--- config.mk ---
export PLATFORM = sky130hd
export DESIGN_NAME = aes_core_ctrl
export DESIGN_NICKNAME = d
export VERILOG_FILES = /design/src/rtl/aes_core_ctrl.sv
export SDC_FILE = /design/constraint.sdc
export NUM_CORES = 1
export LEC_CHECK = 0
export CAP_MARGIN = 20
export CORE_ASPECT_RATIO = 0.6
export CORE_UTILIZATION = 36
export DETAILED_ROUTE_END_ITERATION = 8
export DONT_BUFFER_PORTS = 1
export PLACE_DENSITY = 0.49
export SLEW_MARGIN = 10
export SYNTH_ARGS = -nofsm -noshare
export SYNTH_HDL_FRONTEND = slang
export SYNTH_SLANG_ARGS = --single-unit
--- constraint.sdc ---
create_clock -name clk -period 1.7 [get_ports clk]
set_input_delay 0.255 -clock clk [delete_from_list [all_inputs] [get_ports clk]]
set_output_delay 0.255 -clock clk [all_outputs]
set_load 0.1 [all_outputs]
--- src/rtl/aes_core_ctrl.sv ---
// Sequencing controller for the AES-128 datapath: accepts one plaintext block,
// walks LOAD and rounds 0..NUM_ROUNDS, then holds the result until it is accepted.
module aes_core_ctrl #(
  parameter int DATA_WIDTH = 32,
  parameter int CNT_WIDTH  = 16,
  parameter int NUM_ROUNDS = 10
) (
  input  logic                  clk,
  input  logic                  rst_n,
  input  logic                  start_valid_in,
  output logic                  start_ready_out,
  input  logic [DATA_WIDTH-1:0] text_0_in,
  input  logic [DATA_WIDTH-1:0] text_1_in,
  input  logic [DATA_WIDTH-1:0] text_2_in,
  input  logic [DATA_WIDTH-1:0] text_3_in,
  output logic [DATA_WIDTH-1:0] text_0_out,
  output logic [DATA_WIDTH-1:0] text_1_out,
  output logic [DATA_WIDTH-1:0] text_2_out,
  output logic [DATA_WIDTH-1:0] text_3_out,
  input  logic                  key_ready_in,
  output logic [3:0]            key_idx_out,
  output logic [2:0]            FSM_core_out,
  output logic [3:0]            core_count_out,
  input  logic                  cipher_dv_in,
  output logic                  out_valid_out,
  input  logic                  out_ready_in,
  input  logic                  abort_in,
  output logic                  busy_out,
  output logic                  key_err_out,
  output logic [CNT_WIDTH-1:0]  blocks_done_out
);

  typedef enum logic [2:0] {
    ST_IDLE     = 3'b000,
    ST_KEY_WAIT = 3'b001,
    ST_LOAD     = 3'b010,
    ST_ROUND    = 3'b011,
    ST_DONE     = 3'b100
  } state_t;

  localparam logic [3:0] LAST_ROUND = 4'(NUM_ROUNDS);

  state_t                state_r;
  logic [3:0]            count_r;
  logic                  start_ready_r;
  logic                  out_valid_r;
  logic                  busy_r;
  logic                  key_err_r;
  logic [CNT_WIDTH-1:0]  blocks_r;
  logic [DATA_WIDTH-1:0] text0_r;
  logic [DATA_WIDTH-1:0] text1_r;
  logic [DATA_WIDTH-1:0] text2_r;
  logic [DATA_WIDTH-1:0] text3_r;
  logic                  unused_dv_s;

  // The datapath's result-valid flag is only cross-checked externally.
  assign unused_dv_s = cipher_dv_in;

  // Controller FSM with its registered handshake, status and hold outputs.
  always_ff @(posedge clk or negedge rst_n) begin
    if (!rst_n) begin
      state_r       <= ST_IDLE;
      count_r       <= 4'd0;
      start_ready_r <= 1'b1;
      out_valid_r   <= 1'b0;
      busy_r        <= 1'b0;
      key_err_r     <= 1'b0;
      blocks_r      <= '0;
      text0_r       <= '0;
      text1_r       <= '0;
      text2_r       <= '0;
      text3_r       <= '0;
    end else if (abort_in) begin
      state_r       <= ST_IDLE;
      count_r       <= 4'd0;
      start_ready_r <= 1'b1;
      out_valid_r   <= 1'b0;
      busy_r        <= 1'b0;
      key_err_r     <= 1'b0;
    end else begin
      // A key store that goes unstable mid-cipher poisons this block's result.
      if ((state_r == ST_LOAD || state_r == ST_ROUND) && !key_ready_in) begin
        key_err_r <= 1'b1;
      end
      case (state_r)
        ST_IDLE: begin
          if (start_valid_in && start_ready_r) begin
            text0_r       <= text_0_in;
            text1_r       <= text_1_in;
            text2_r       <= text_2_in;
            text3_r       <= text_3_in;
            start_ready_r <= 1'b0;
            busy_r        <= 1'b1;
            count_r       <= 4'd0;
            state_r       <= key_ready_in ? ST_LOAD : ST_KEY_WAIT;
          end
        end
        ST_KEY_WAIT: begin
          if (key_ready_in) begin
            state_r <= ST_LOAD;
          end
        end
        ST_LOAD: begin
          count_r <= 4'd0;
          state_r <= ST_ROUND;
        end
        ST_ROUND: begin
          if (count_r == LAST_ROUND) begin
            count_r     <= 4'd0;
            out_valid_r <= 1'b1;
            state_r     <= ST_DONE;
          end else begin
            count_r <= count_r + 4'd1;
          end
        end
        ST_DONE: begin
          if (out_ready_in) begin
            blocks_r      <= blocks_r + CNT_WIDTH'(1);
            out_valid_r   <= 1'b0;
            busy_r        <= 1'b0;
            start_ready_r <= 1'b1;
            state_r       <= ST_IDLE;
          end
        end
        default: begin
          count_r       <= 4'd0;
          out_valid_r   <= 1'b0;
          busy_r        <= 1'b0;
          start_ready_r <= 1'b1;
          state_r       <= ST_IDLE;
        end
      endcase
    end
  end

  assign start_ready_out = start_ready_r;
  assign out_valid_out   = out_valid_r;
  assign busy_out        = busy_r;
  assign key_err_out     = key_err_r;
  assign blocks_done_out = blocks_r;
  assign FSM_core_out    = state_r;
  assign core_count_out  = count_r;
  assign key_idx_out     = count_r;
  assign text_0_out      = text0_r;
  assign text_1_out      = text1_r;
  assign text_2_out      = text2_r;
  assign text_3_out      = text3_r;

endmodule

==> results of run 1 <==
## kinds of logic (layout without fill, tap and decap cells)
group	Yosys count	after routing
DFF	155	155
muxes	129	129
and+or+nand+nor	53	53
buffers and inverters	27	330
AOI/OAI and AO/OA	21	21
xor gates and xnor gates	16	16
adders and majority gates	3	3
## cell usage after synthesis (all sizes together) (3+ instances only)
| library cell | count | area [sq um] |
|---|---|---|
| nand4 | 4 | 25.0 |
| xnor2 | 9 | 78.8 |
| xor2 | 7 | 61.3 |
| nor2 | 10 | 37.5 |
| nor3 | 6 | 40.0 |
| o21ai | 7 | 35.0 |
| ha | 3 | 37.5 |
| mux2 | 129 | 1450 |
| nand2 | 12 | 45.0 |
| dfrtp | 154 | 3850 |
| a21oi | 7 | 35.0 |
| inv | 4 | 15.0 |
| buf | 21 | 130 |
| nand3 | 7 | 35.0 |
## flip-flops by register name, indices dropped and copies added, names as in the netlist
name             cells
text_0_out          32
key_err_out          1
core_count_out       4
text_1_out          32
FSM_core_out         3
start_ready_out      1
busy_out             1
text_3_out          32
blocks_done_out     16
text_2_out          32
out_valid_out        1
## critical path, delay by kind of cell, from the launching register on
kind,cells,cell delay [ps]
buffers and inverters,2,380
and+or+nand+nor,2,340
DFF,1,490
muxes,1,330
## area by class of cell
class	count	area share (%)
well taps	228	3.01
clock inverters	14	2.53
flip-flops and latches	155	41.2
multi-input cells	222	21.7
clock buffers	18	4.52
inverters	4	0.158
repair buffers	294	26.9
## worst max-delay path by stage
stage | end | slack [ps]
floorplan | blocks_done_out[7] | -260
global placement | text_0_out[29] | -30
detailed placement | text_1_out[18] | -50
CTS | text_1_out[18] | -70
global route | text_0_out[10] | -70
finish | text_3_out[12] | -3
## per-stage QoR
stage / std cells / worst slack, ps / setup TNS (ps) / util (%) / instance area, sq um
3_5_place_dp: 773 / -52.7 / -4530 / 45.8 / 7510
6_report: 935 / -2.71 / -2.71 / 57.9 / 9490
2_1_floorplan: 404 / -256 / -10320 / - / 6210
5_1_grt: 935 / -68.2 / -5650 / 57.9 / 9490
4_1_cts: 934 / -65.4 / -5750 / 57.8 / 9470
3_3_place_gp: 773 / -25.4 / -2310 / 45.8 / 7510
## power by group through the flow
| stage | clock, W | combinational, W | sequential (W) |
|---|---|---|---|
| finish | 0.00431 | 0.0101 | 0.00515 |
| global route | 0.00457 | 0.0104 | 0.00527 |
| floorplan | 0 | 0.00101 | 0.0121 |
| detailed placement | 0 | 0.00990 | 0.00517 |
| CTS | 0.00441 | 0.0101 | 0.00512 |
| global placement | 0 | 0.00986 | 0.00513 |
## layer usage
metal	up-vias	share of wire [%]
li1	1985	-
met1	2139	41
met2	189	50
met3	16	7.9
met4	0	1.3
met5	-	0
## what timing repair did
item | 4_1_cts | 5_1_grt
endpoints found under the hold margin | 288 | 155
pin swaps | 0 | 2
resized for setup | 1 | 3
setup buffers | 0 | 1
setup endpoints to repair | 129 | 132
==> results.cfg, run 1 <==
[synth]
syn_nets = 542
synthXorXnorAreaFrac_pct = 2.30
synth_cell_types = 37
synth_compound_area_share_pct = 2.07
synth_flop_cell = dfrtp_1
synthAdderAreaFrac_pct = 0.616
yosysSeqAreaShare_pct = 63.7
synthMuxAreaShare_pct = 23.8
yosys.area_share.simple_pct = 4.95
synth_edf_count = 0
synth_async_sr_flop_share_pct = 100
yosysWarningCount = 0
avgSynthCellArea_sq_um = 15.1
synth_top_family_by_area = multiplexers
synth_cells = 404
ys_ff_latch = 155
netlist_area_sq_um = 6090

[sta]
relSlewSlack_pct = 61.9
hold_viol = 155
holdWs_ps = -471
worst_slew_pin_slew_ps = 571
slew_violations = 0
setup_slack_ps = -2.71
final_period_minus_worst_setup_slack_ps = 1700
min_period_over_period_pct = 100
finClkSkew_ps = 9.54
setup_viol = 1
rsz0062_at_grt = true
max_freq_mhz = 587

[floorplanning]
die_w_um = 170
dieHeight_um = 103
num_rows = 36
coreArea_sq_um = 16400
ios = 294
start_util_pct = 37.1
die-area_sq_um = 17500

[worst_setup_path]
critPathLaunch = FSM_core_out[0]
crit_fanout = 41
cp.required_ps = 2000
rr_endpoint = text_3_out[12]
timing.rr.start = FSM_core_out[0]
slowest_delay_ps = 490
crit_arrival_ps = 2000
startpoint_type = flop
rr_worst_depth = 5
path_class = reg2reg
reg2reg_setup_slack_ps = -3
slowest_stage = dfrtp_4
cp_cell_sequence = nor2_1 > nand4_1 > buf_4 > buf_6 > mux2_2
endpoint_kind = flop

[cts]
cts_buffers = 17
htreeDepth = 4
cts_hold_buf = 129
clk-insertion-delay-late_ps = 420
cts.clk_slew.worst_paths_ps = 60
cts_tree = yes
root_buffer = clkbuf_16
clock_path_buffers = 2
numClockSinks = 155

[routing]
dr.pass1.iters = 4
routed_wl_mm = 15.5
wl_per_cell_um = 16.6
viasPerCell = 4.63
drt_iter0_drc = 229
vias = 4329
route.detailed.drc = 0
postRouteAntennaNets = 0

[pwr]
p_int_w = 0.00954
power-per-cell-area_nw_per_um2 = 2060
power.leakage_nw = 4.37
pwr-share-clk_pct = 22.0
seqPwrFrac_pct = 26.3
ir_drop_mv = 1.67
finalPower_w = 0.0196
switching_power_w = 0.0100
pwr-share-comb_pct = 51.7
switching_share_pct = 51.3

[finish]
register_area_sq_um = 3910
final_cell_mix = buf_4 (161), dfrtp_1 (140), mux2_2 (129), dlygate4sd3_1 (129), clkbuf_16 (17)
multi_input_area_sq_um = 2060
synthToLayoutAreaGrowth_pct = 55.9
layout-drive-gt1-share_pct = 49.2
final.fill_count = 1266
final_nets = 832
antenna_cells = 0
final_common_cell = buf_4

[placed_design]
dpl.hpwl_mm = 9.96
place.gp.congestion = 0.746
io_buffers = 0

[flow_run]
maxCapViolCount = 0

[global_routing]
grt_max_degree = 156
met3_usage_pct = 6.83
grtUsageTotal_pct = 17.5
grtUsageMet2_pct = 28.9
antenna_found_initial = 0
grt.overflow.total = 0
grt_busiest_layer = met2
grt_pass1_vias = 4394
grt_pass1_wl_mm = 23.0
grtUsageMet1_pct = 21.0

[run_status]
status = finished with violations
violations = hold timing, setup timing

[hold_path]
min_path_type = in2async
Power figures use the tool's default switching activity.
==> run 2, diff against run 1 <==
--- a/config.mk
+++ b/config.mk
@@ -5,7 +5,7 @@
 export SDC_FILE = /design/constraint.sdc
 export NUM_CORES = 1
 export LEC_CHECK = 0
-export CAP_MARGIN = 20
+export CAP_MARGIN = 25
 export CORE_ASPECT_RATIO = 0.6
 export CORE_UTILIZATION = 36
 export DETAILED_ROUTE_END_ITERATION = 8
@@ -15,3 +15,4 @@
 export SYNTH_ARGS = -nofsm -noshare
 export SYNTH_HDL_FRONTEND = slang
 export SYNTH_SLANG_ARGS = --single-unit
+export TNS_END_PERCENT = 100
==> results of run 2 <==
Same layout as run 1: the final DEF is identical, and so are final timing and power.
==> run 3, diff against run 2 <==
--- a/config.mk
+++ b/config.mk
@@ -5,6 +5,7 @@
 export SDC_FILE = /design/constraint.sdc
 export NUM_CORES = 1
 export LEC_CHECK = 0
+export ABC_AREA = 1
 export CAP_MARGIN = 25
 export CORE_ASPECT_RATIO = 0.6
 export CORE_UTILIZATION = 36
==> run 3 against run 2 <==
Against the previous run:
- the run ends with hold timing left
- synthesized cell count is 80% higher
- synthesized area increased by 14%
- core utilization fell by 2.7 points
- global-route usage grew 0.45 points
- cell area increased by 7.5%
- routed wire length is 13% higher
- non-clock buffer count grew 1
- die area rose by 14%
- via count rose by 28%
- clock skew grew 1.0 ps
- critical path depth up 3
==> results.cfg, run 3 <==
[finish]
final_common_cell = nand2_1
final_nets = 1147
layout-drive-gt1-share_pct = 31.3
synthToLayoutAreaGrowth_pct = 46.4
antenna_cells = 0
final.fill_count = 1589
final_cell_mix = nand2_1 (180), buf_4 (161), inv_1 (149), dfrtp_1 (137), dlygate4sd3_1 (128)
postLayoutCellArea_sq_um = 10200

[global_routing]
grtUsageTotal_pct = 17.9
grt_pass1_vias = 5647
antenna_found_initial = 0
grt.overflow.total = 0
grt_pass1_wl_mm = 27.7
grt_max_degree = 156

[floorplanning]
num_rows = 38
dieHeight_um = 110
start_util_pct = 37.7
coreArea_sq_um = 18500
ios = 294
die_w_um = 182
die-area_sq_um = 19900

[sta]
slew_violations = 0
tns_ps = 0
finClkSkew_ps = 10.6
rsz0062_at_grt = false
relSlewSlack_pct = 61.9
hold_viol = 155
max_freq_mhz = 637
final_period_minus_worst_setup_slack_ps = 1570
holdWs_ps = -478
min_period_over_period_pct = 92.3
worst_slew_pin_slew_ps = 571
setup_viol = 0

[worst_setup_path]
slowest_stage = dfrtp_2
endpoint_kind = flop
timing.rr.start = FSM_core_out[0]
path_depth = 8
crit_fanout = 36
cp_common_cell = buf_12
path_class = reg2reg
rr_endpoint = text_0_out[11]
rr_worst_depth = 8
cp.required_ps = 2000
startpoint_type = flop
critPathLaunch = FSM_core_out[0]
path_buf_inv = 3
slowest_delay_ps = 440
reg2reg_setup_slack_ps = 130
path_delay_family = buffers and inverters
cp_cell_sequence = inv_1 > nand2_2 > nor2_4 > nand4_4 > buf_12 > buf_12 > nand2_1 > o21ai_1
crit_arrival_ps = 1870

[routing]
top_layer_used = met4
drt-met1-wl_mm = 7.60
dr.pass1.iters = 4
route.met3.wl_mm = 1.26
wl_per_cell_um = 13.9
wl_met2_mm = 8.45
vias = 5542
drt_iter0_drc = 259
routed_wl_mm = 17.5
route.detailed.drc = 0
postRouteAntennaNets = 0
viasPerCell = 4.39

[synth]
avgSynthCellArea_sq_um = 9.56
synth_cells = 729
yosysMostFrequentCell = nand2_1
netlist_top_cells_area = dfrtp_1 (55%), o21ai_2 (12%), nand2_1 (9.7%)
yosysWarningCount = 0
synth_cell_types = 28
ys_ff_latch = 155
synth_async_sr_flop_share_pct = 100
synth_area_leader_cell = dfrtp_1
synth_flop_cell = dfrtp_1
netlist_area_sq_um = 6970
synth_edf_count = 0
yosysSeqAreaShare_pct = 55.7
ys_top_cells_by_count = nand2_1 (180), dfrtp_1 (154), inv_1 (149)
syn_nets = 867
synth_top_area_share_pct = 55.3

[placed_design]
dpl.hpwl_mm = 11.9
place_area_sq_um = 8280
place.gp.congestion = 0.868
io_buffers = 0

[run_status]
violations = hold timing
status = finished with violations

[flow_run]
maxCapViolCount = 0

[cts]
numClockSinks = 155
htreeDepth = 4
cts_tree = yes
cts.clk_slew.worst_paths_ps = 60
cts_buffers = 17
post-cts-setup-buffers = 0
cts_hold_buf = 128
clk-insertion-delay-late_ps = 430
clock_path_buffers = 2
root_buffer = clkbuf_16

[hold_path]
min_path_type = in2async
-- run 3: kinds of logic (layout without fill, tap and decap cells) --
| kind of cell | after synthesis | count (layout) | share of synthesized area, % |
|---|---|---|---|
| flip-flops | 155 | 155 | 55.7 |
| AO/OA/AOI/OAI | 142 | 142 | 15.4 |
| buffers and inverters | 185 | 478 | 12.9 |
| adder cells (fa/ha/maj) | 3 | 3 | 0.539 |
| XOR/XNOR | 12 | 12 | 1.51 |
| AND/OR/NAND/NOR | 232 | 232 | 13.9 |
-- run 3: cell type report --
class | count | area [sq um] | area share (%)
sequential | 155 | 3900 | 38.2
timing repair buffer | 295 | 2610 | 25.6
multi-input combinational | 389 | 2190 | 21.5
inverter | 151 | 567 | 5.56
clock buffer | 26 | 529 | 5.19
tap | 240 | 300 | 2.94
clock inverter | 6 | 105 | 1.03
-- run 3: worst max-delay path by stage --
stage                           to  slack, ps
6_report            text_0_out[11]        130
3_3_place_gp   blocks_done_out[10]        180
3_5_place_dp   blocks_done_out[10]        140
5_1_grt             text_0_out[11]         40
4_1_cts             key_idx_out[0]        110
2_1_floorplan      FSM_core_out[0]          7
-- run 3: what timing repair did --
action	in CTS	in global routing
hold endpoints to repair	283	155
gates resized for setup	0	1
setup endpoints to repair	0	7
-- run 3: worst reg2reg max path, cell delays in order, from the launching register on --
cell	delay (ps)
dfrtp_2	440
inv_1	100
nand2_2	90
nor2_4	120
nand4_4	120
buf_12	210
buf_12	200
nand2_1	100
o21ai_1	70
-- run 3: routing by layer --
metal  vias to the layer above  global-route usage (%)
li1                       2783                       -
met1                      2555                    21.6
met2                       186                    29.7
met3                        18                    6.79
met4                         0                    6.17
met5                         -                       0
-- run 3: per-stage QoR --
stage / std cells / hold WS [ps] / util (%) / worst slack (ps)
6_report: 1262 / -478 / 55.2 / 130
5_1_grt: 1262 / -514 / 55.2 / 43.4
4_1_cts: 1262 / -502 / 55.1 / 105
3_5_place_dp: 1102 / -36.8 / 44.8 / 143
3_3_place_gp: 1102 / -36.3 / 44.8 / 184
2_1_floorplan: 729 / -40.6 / - / 6.64
Power of run 3 is not shown: default switching activity piles up to over one toggle a cycle in this logic, so the estimate is an artifact.
